## src/rtl/interval_timer_ctrl_if.sv

```systemverilog
// Requester-side bundle for interval_timer_ctrl: level requests, per-requester
// targets and abort in; grant, done pulse and busy out.
interface interval_timer_ctrl_if #(
   parameter int CNT_W = 9
);
   logic [1:0]       req;
   logic [CNT_W-1:0] tgt0;
   logic [CNT_W-1:0] tgt1;
   logic             abort;
   logic [1:0]       gnt;
   logic [1:0]       done;
   logic             busy;

   modport master (output req, tgt0, tgt1, abort, input gnt, done, busy);
   modport slave  (input req, tgt0, tgt1, abort, output gnt, done, busy);
endinterface

```

## src/rtl/interval_timer_ctrl.sv

```systemverilog
// Two-requester arbiter/controller sharing one CNT_W-bit counter as an interval timer.
// Define TIMER_CTRL_RR_EN for round-robin arbitration; otherwise requester 0 has fixed priority.
module interval_timer_ctrl #(
   parameter int CNT_W = 9
) (
   input  logic                  clk,
   input  logic                  reset,
   interval_timer_ctrl_if.slave  bus,
   input  logic [CNT_W-1:0]      ctr_count,
   output logic                  ctr_enable,
   output logic                  ctr_clear
);
   typedef enum logic [1:0] {
      IDLE = 2'd0,
      CLR  = 2'd1,
      RUN  = 2'd2,
      DONE = 2'd3
   } state_t;

   state_t           state_q, state_d;
   logic [CNT_W-1:0] tgt_q, tgt_d;
   logic [1:0]       gnt_q, gnt_d;
   logic [1:0]       done_q, done_d;
   logic             busy_q, busy_d;
   logic             clr_q, clr_d;
   logic [1:0]       win_s;

`ifdef TIMER_CTRL_RR_EN
   logic last_q, last_d;

   // Winner select: on contention the requester not granted most recently wins
   always_comb begin
      win_s = 2'b00;
      if (bus.req == 2'b11) begin
         if (last_q) begin
            win_s = 2'b01;
         end else begin
            win_s = 2'b10;
         end
      end else begin
         win_s = bus.req;
      end
   end

   // Pointer moves on every grant, aborted or not
   always_comb begin
      last_d = last_q;
      if ((state_q == IDLE) && (win_s != 2'b00)) begin
         last_d = win_s[1];
      end else begin
         last_d = last_q;
      end
   end

   // Last-grant pointer register
   always_ff @(posedge clk) begin
      if (reset) begin
         last_q <= 1'b1;
      end else begin
         last_q <= last_d;
      end
   end
`else
   // Winner select: fixed priority to requester 0
   always_comb begin
      win_s = 2'b00;
      if (bus.req[0]) begin
         win_s = 2'b01;
      end else if (bus.req[1]) begin
         win_s = 2'b10;
      end else begin
         win_s = 2'b00;
      end
   end
`endif

   // Next state; counter enable is decoded here so it drops the cycle equality is reached
   always_comb begin
      state_d    = state_q;
      tgt_d      = tgt_q;
      ctr_enable = 1'b0;
      case (state_q)
         IDLE: begin
            if (win_s != 2'b00) begin
               state_d = CLR;
               tgt_d   = win_s[1] ? bus.tgt1 : bus.tgt0;
            end else begin
               state_d = IDLE;
            end
         end
         CLR: begin
            if (bus.abort) begin
               state_d = IDLE;
            end else begin
               state_d = RUN;
            end
         end
         RUN: begin
            ctr_enable = (ctr_count != tgt_q) && !bus.abort;
            if (bus.abort) begin
               state_d = IDLE;
            end else if (ctr_count == tgt_q) begin
               state_d = DONE;
            end else begin
               state_d = RUN;
            end
         end
         DONE: begin
            state_d = IDLE;
         end
         default: begin
            state_d = IDLE;
         end
      endcase
   end

   // Registered output decodes of the next state
   always_comb begin
      if (state_q == IDLE) begin
         gnt_d = win_s;
      end else if (state_d == IDLE) begin
         gnt_d = 2'b00;
      end else begin
         gnt_d = gnt_q;
      end
      busy_d = (state_d != IDLE);
      clr_d  = (state_d == CLR);
      done_d = (state_d == DONE) ? gnt_q : 2'b00;
   end

   // State and output registers
   always_ff @(posedge clk) begin
      if (reset) begin
         state_q <= IDLE;
         tgt_q   <= {CNT_W{1'b0}};
         gnt_q   <= 2'b00;
         done_q  <= 2'b00;
         busy_q  <= 1'b0;
         clr_q   <= 1'b0;
      end else begin
         state_q <= state_d;
         tgt_q   <= tgt_d;
         gnt_q   <= gnt_d;
         done_q  <= done_d;
         busy_q  <= busy_d;
         clr_q   <= clr_d;
      end
   end

   assign bus.gnt   = gnt_q;
   assign bus.done  = done_q;
   assign bus.busy  = busy_q;
   assign ctr_clear = clr_q;
endmodule

```

## src/flat_wrapper.sv

```systemverilog
// flat-port wrapper written by rule: the top's interface ports become plain ports
module interval_timer_ctrl_flat 
#(
   parameter int CNT_W = 9
)
  (clk, reset, ctr_count, ctr_enable, ctr_clear, bus_req, bus_tgt0, bus_tgt1, bus_abort, bus_gnt, bus_done, bus_busy);
  interval_timer_ctrl_if #(.CNT_W(CNT_W)) bus_i ();
  input  logic clk;
  input  logic reset;
  input  logic [CNT_W-1:0] ctr_count;
  output logic ctr_enable;
  output logic ctr_clear;
  input wire logic [$bits(bus_i.req)-1:0] bus_req;
  input wire logic [$bits(bus_i.tgt0)-1:0] bus_tgt0;
  input wire logic [$bits(bus_i.tgt1)-1:0] bus_tgt1;
  input wire logic [$bits(bus_i.abort)-1:0] bus_abort;
  output wire logic [$bits(bus_i.gnt)-1:0] bus_gnt;
  output wire logic [$bits(bus_i.done)-1:0] bus_done;
  output wire logic [$bits(bus_i.busy)-1:0] bus_busy;
  assign bus_i.req = bus_req;
  assign bus_i.tgt0 = bus_tgt0;
  assign bus_i.tgt1 = bus_tgt1;
  assign bus_i.abort = bus_abort;
  assign bus_gnt = bus_i.gnt;
  assign bus_done = bus_i.done;
  assign bus_busy = bus_i.busy;
  interval_timer_ctrl #(.CNT_W(CNT_W)) u_core (.clk(clk), .reset(reset), .bus(bus_i), .ctr_count(ctr_count), .ctr_enable(ctr_enable), .ctr_clear(ctr_clear));
endmodule
```

## config.mk

```make
export PLATFORM = sky130hd
export DESIGN_NAME = interval_timer_ctrl_flat
export DESIGN_NICKNAME = d
export VERILOG_FILES = /design/src/rtl/interval_timer_ctrl_if.sv /design/src/rtl/interval_timer_ctrl.sv /design/src/flat_wrapper.sv
export SDC_FILE = /design/constraint.sdc
export NUM_CORES = 1
export LEC_CHECK = 0
export BUFFER_PORTS_ARGS = -buffer_cell sky130_fd_sc_hd__buf_4
export CAP_MARGIN = 20
export CELL_PAD_IN_SITES_DETAIL_PLACEMENT = 0
export CELL_PAD_IN_SITES_GLOBAL_PLACEMENT = 1
export CORE_MARGIN = 2
export CORE_UTILIZATION = 32
export CTS_CLUSTER_SIZE = 28
export DETAILED_ROUTE_END_ITERATION = 8
export GPL_TIMING_DRIVEN = 0
export HOLD_SLACK_MARGIN = 0.1
export PLACE_DENSITY_LB_ADDON = 0.25
export SYNTH_ARGS = -nofsm -noshare
export SYNTH_HDL_FRONTEND = slang
export SYNTH_SLANG_ARGS = --single-unit
```

## constraint.sdc

```tcl
create_clock -name clk -period 1.4 [get_ports clk]
set_clock_uncertainty 0.1 [all_clocks]
set_input_delay 0 -clock clk [delete_from_list [all_inputs] [get_ports clk]]
set_output_delay 0 -clock clk [all_outputs]
set_load 0.01 [all_outputs]
```

# Word-level counts from Yosys, hierarchy flattened
# Index checks and enable logic that the tools add are counted.
dict set report word_totals {
  regBits 17
  out_inout_bits 7
  wordCells 34
}
dict set report classes {
  n_eq_ne 7
  muxes 11
  bitwise_logic 1
  n_reduce_logical 9
}
# cell count
set op_table {}
lappend op_table {{2-to-1 mux 2 bit} 6}
lappend op_table {{== test 9 bit} 1}
lappend op_table {{2-to-1 mux 9 bit} 1}
lappend op_table {{inequality test 9 bit} 1}
lappend op_table {{case mux 2 bit (4 select lines)} 1}
lappend op_table {{== test 2 bit, second input constant} 3}
lappend op_table {{nonzero test 2 bit} 3}
lappend op_table {{== test 2 x 1 -> 1 bit, second input constant} 2}
lappend op_table {{zero test 2 bit} 2}
lappend op_table {{2-to-1 mux 1 bit} 3}
lappend op_table {{AND reduction 2 bit} 1}
lappend op_table {{OR reduction 2 bit} 1}
lappend op_table {{logical AND 1 bit} 1}
lappend op_table {{zero test 1 bit} 1}
lappend op_table {{NOT 1 bit} 1}

# Longest topological paths before layout
dict set report logic_depth {
  depth_word 8
  depth_mapped 5
}

# Worst setup path after synthesis
# OpenSTA, ideal clock, no wires.
dict set report synth_path {
  path_type {flip-flop to flip-flop}
  startpoint {reg u_core.tgt_q[3]}
  endpoint {reg u_core.done_q[0], in the netlist u_core.bus.done[0]}
  t_arrival_ns 1.067
  setup_time_ns 0.059
  stages_incl_launch_ff 5
  slack_ns 0.174
  path_buffers 0
  period_less_slack_ns 1.226
  cell_sequence {dfxtp_1 -> xor2_1 -> nor4_2 -> and4b_1 -> and2_1}
}
dict set report synth_between {
  elab_chain_len 7
}
# item line_no
set synth_lines {}
lappend synth_lines {{from (decl)} interval_timer_ctrl.sv:21} ;# logic [CNT_W-1:0] tgt_q, tgt_d;
lappend synth_lines {{from (signal assigned)} interval_timer_ctrl.sv:135} ;# tgt_q <= {CNT_W{1'b0}};
lappend synth_lines {{from (signal assigned)} interval_timer_ctrl.sv:142} ;# tgt_q <= tgt_d;
lappend synth_lines {{== test 9 bit} interval_timer_ctrl.sv:102} ;# end else if (ctr_count == tgt_q) begin
lappend synth_lines {{2-to-1 mux 1 bit} interval_timer_ctrl.sv:102}
lappend synth_lines {{2-to-1 mux 2 bit} interval_timer_ctrl.sv:100} ;# if (bus.abort) begin
lappend synth_lines {{case mux 2 bit (4 select lines)} interval_timer_ctrl.sv:82} ;# case (state_q)
lappend synth_lines {{== test 2 bit} interval_timer_ctrl.sv:128} ;# done_d = (state_d == DONE) ? gnt_q : 2'b00;
lappend synth_lines {{NOT 1 bit (no source line)} n/a}
lappend synth_lines {{OR reduction 2 bit (no source line)} n/a}
lappend synth_lines {{to (signal assigned)} interval_timer_ctrl.sv:144} ;# done_q <= done_d;
lappend synth_lines {{to (decl)} interval_timer_ctrl.sv:23} ;# logic [1:0] done_q, done_d;
# Every way passes these cells.
# A chain may end at the register's enable or synchronous reset.

# Worst setup path after layout
dict set report layout_path {
  startpoint {reg u_core.tgt_q[3]}
  endpoint {out ctr_enable}
}
dict set report layout_between {
  elab_chain_len 3
}
# item line_no
set layout_lines {}
lappend layout_lines {{inequality test 9 bit} interval_timer_ctrl.sv:99} ;# ctr_enable = (ctr_count != tgt_q) && !bus.abort;
lappend layout_lines {{logical AND 1 bit} interval_timer_ctrl.sv:99}
lappend layout_lines {{2-to-1 mux 1 bit} interval_timer_ctrl.sv:82}
lappend layout_lines {{to (decl)} flat_wrapper.sv:11} ;# output logic ctr_enable;
# Every way passes these cells.

==> out/summary.md <==
The tool flagged a number of max-cap violations equal to 0. TritonCTS built the clock tree. The I/O pin total came out at 39. Entering global routing, the biggest net connects 11 pins. The slew at the pin closest to its max-slew limit came out at 0.516 ns. The commonest non-fill, non-tap cell in the layout was buf_4. The tools report the number of failing setup endpoints in the final timing report as 4.

The peak fanout along the critical path was 2. In this run, CTS created clock tree buffers numbering 3. The count of inserted antenna diode cells was 0; the hold violation count in the final report was 0.

The worst path in the final design needs a cycle of 1.61 ns, including I/O delays and setup. Detailed routing inserted a total of 816 vias. The family of cells with the greatest summed delay on the critical path was simple AND/OR/NAND/NOR gates. The worst min-delay path class was input pin to flop.

The number of global-route vias before repair was 837; the number of max-slew violations in the final report was 0. On the final layout, the worst hold slack is 0.133 ns. The logs give 621 MHz for the fmax and 23 for the count of cell types in the netlist. The run finished, with violations left.

The final layout contains routed wiring with a total length of 2010 um. A synthesized cell averages 9.72 um^2. The flip-flop and latch count after synthesis is 17, and the overall die height is 53.9 um. The number of antenna violations at the first check in global routing was 0; the number of port buffers was 38. The largest individual stage delay along the critical path comes from the cell dfxtp_2. For the worst setup path, the data arrival time is 1.51 ns. Synthesis produced a netlist whose cell count is 82. Total design power: 0.00119 W.

The clock passes through at most 2 buffers. The clock sink count is 17, and the clock slew seen by the registers of the worst setup and hold paths is 0.09 ns. The initial detailed-routing violation count came out at 3.

Element type at the critical path start: a flop. After detailed routing, the average wire length per cell comes to 11.3 um. The filler cells instantiated in the layout total 207. The count of nets left with antenna violations once routing finished came out at 0. Setup repair after global routing could not meet its margin everywhere. The DRC violation count after routing came out at 0. The finished layout cell area was 1470 um^2; the first-pass GRT wire length was 3330 um. Maximum resistive drop on vdd: 746 uV. For the post-synth net total, the log shows 114. For this run, the total global-route usage over all layers was measured as 16.0%.

After global routing the overflow that remains totals 0. STA classifies the critical path endpoint as an output port. The run gives 33.1% as the initial cell density of the core. Walking the worst path, the cells encountered are xor2_2, nor4_4, nand4_1, and3_4, buf_6.

The die is 53.9 um wide. The worst path uses 115% of the clock period. After detailed placement, the total cell area comes to 1120 um^2. Dividing the detail-routed via count by the number of cells gives 4.58.

The final reports fail on negative setup slack. Routability-driven placement finished with a final weighted congestion of 0.740. The floorplan has 18 rows. The clock reaches the later pin of the worst-skew pair after 0.28 ns. After the last flow step, the layout net total stands at 181. Number of iterations in the first detailed-routing pass: 4. For the final worst slack, the log shows -0.210 ns. In the layout the commonest cells are buf_4, dlygate4sd3_1, nor2_1, dfxtp_1, mux2i_1. CTS placed an instance of clkbuf_4 at the clock tree root. The core region is 2410 um^2.

The power density of the placed cells is 812 nW/um^2, and the core occupancy in the finished layout is 60.9%. The die covers 2910 um^2. The tools report the deepest level of the CTS H-tree as 1. The worst stage delay on the critical path is 0.34 ns. In this run the cell area of the synthesized design comes to 797 um^2. The share of final-layout standard cells stronger than drive strength 1 is 41.9%, and the register area share after synthesis is 42.7%.

At the worst endpoint, the required time is 1.30 ns. By startpoint and endpoint, the worst setup path is classified as flop to output port. For this run, the number of Yosys warnings is 0. In this run the tightest slew margin relative to its limit is 65.6%. Summed over all cells, the static leakage comes to 0.643 nW.

Compared with the post-synthesis result, the final layout area differs by 84.0%. The critical path buffer and inverter count is 1.
-- tightest hold or removal path, cell delays in order --
cell,delay [ns]
buf_4,0.11
mux2i_1,0.11
dlymetal6s4s_1,0.20
a211oi_1,0.06
-- layout make-up --
class                      instances  area, um^2  area share (%)
timing repair buffer              62         539            36.8
multi-input combinational         61         490            33.4
sequential                        17         345            23.5
tap                               30        37.5            2.56
buffer                             4        27.5            1.88
clock buffer                       4        26.3            1.79
-- state kept, by name, summed over array words and instances (netlist names) --
register          cells
u_core.bus.busy       1
u_core.state_q        2
u_core.bus.done       2
u_core.bus.gnt        2
u_core.tgt_q          9
u_core.ctr_clear      1
-- cell usage after synthesis --
master / number / area share, %
and4b_1: 1 / 1.3
dfxtp_1: 17 / 43
mux2i_1: 9 / 11
nor4b_1: 1 / 1.1
and3_1: 1 / 0.79
nand2_1: 1 / 0.47
clkbuf_1: 1 / 0.47
clkbuf_2: 1 / 0.63
nand4_1: 1 / 0.79
nor4_2: 1 / 1.6
buf_6: 1 / 1.4
and2_1: 2 / 1.6
nor2b_1: 1 / 0.79
xor2_1: 7 / 7.7
a22oi_1: 2 / 1.9
a211oi_1: 9 / 8.5
nor3_1: 2 / 1.3
buf_4: 1 / 0.94
nor3_4: 1 / 2.0
nor2_1: 17 / 8.0
or2_2: 1 / 0.79
xnor2_1: 3 / 3.3
nor4_1: 1 / 0.79
-- layer usage --
| metal | GRT usage (%) | routed length [um] |
|---|---|---|
| met1 | 15.6 | 808 |
| met2 | 32.1 | 1070 |
| met3 | 5.28 | 114 |
| met4 | 2.99 | 19 |
| met5 | 0 | 0 |
-- path summary, 6_finish.rpt --
path	start	slack, ns	to	cells past startpoint
setup / recovery	u_core.tgt_q[3]$_SDFFE_PP0P_	-0.21	ctr_enable	5
hold / removal	bus_tgt1[4]	0.13	u_core.tgt_q[4]$_SDFFE_PP0P_	4
setup reg to reg	u_core.tgt_q[7]$_SDFFE_PP0P_	-0.04	u_core.state_q[0]$_SDFF_PP0_	5
hold reg to reg	u_core.bus.gnt[1]$_SDFFE_PP0P_	0.40	u_core.bus.done[1]$_SDFF_PP0_	1
-- report_power, final --
part	leakage [nW]	switching, W	internal [W]
Sequential	0.142	0.0000306	0.000530
Clock	0.0150	0.000146	0.000111
Combinational	0.486	0.000151	0.000223
Total	0.643	0.000328	0.000864
-- repair_timing --
action	CTS	global route
hold buffers	22	3
setup buffers	1	1
resized for setup	3	13
pin swaps	5	9
endpoints found under the hold margin	14	3
setup endpoints to repair	11	13
gates cloned	0	0
-- through the flow --
step                      setup TNS (ns)  worst slack, ns  std cells
after detailed placement          -0.151          -0.0333        150
final                             -0.333           -0.210        178
after CTS                         -0.223           -0.223        177
after floorplan                        0            0.174         82
after global placement            -0.114          -0.0189        150
after global routing              -0.656           -0.297        178
-- cell families after synthesis --
logic type / Yosys count / synth area share, %
and+or+nand+nor: 31 / 21.2
DFF: 17 / 42.7
AOI/OAI and AO/OA: 11 / 10.4
xor gates and xnor gates: 10 / 11.0
muxes: 9 / 11.3
buffers and inverters: 4 / 3.45
(Power assumes the default switching activity.)
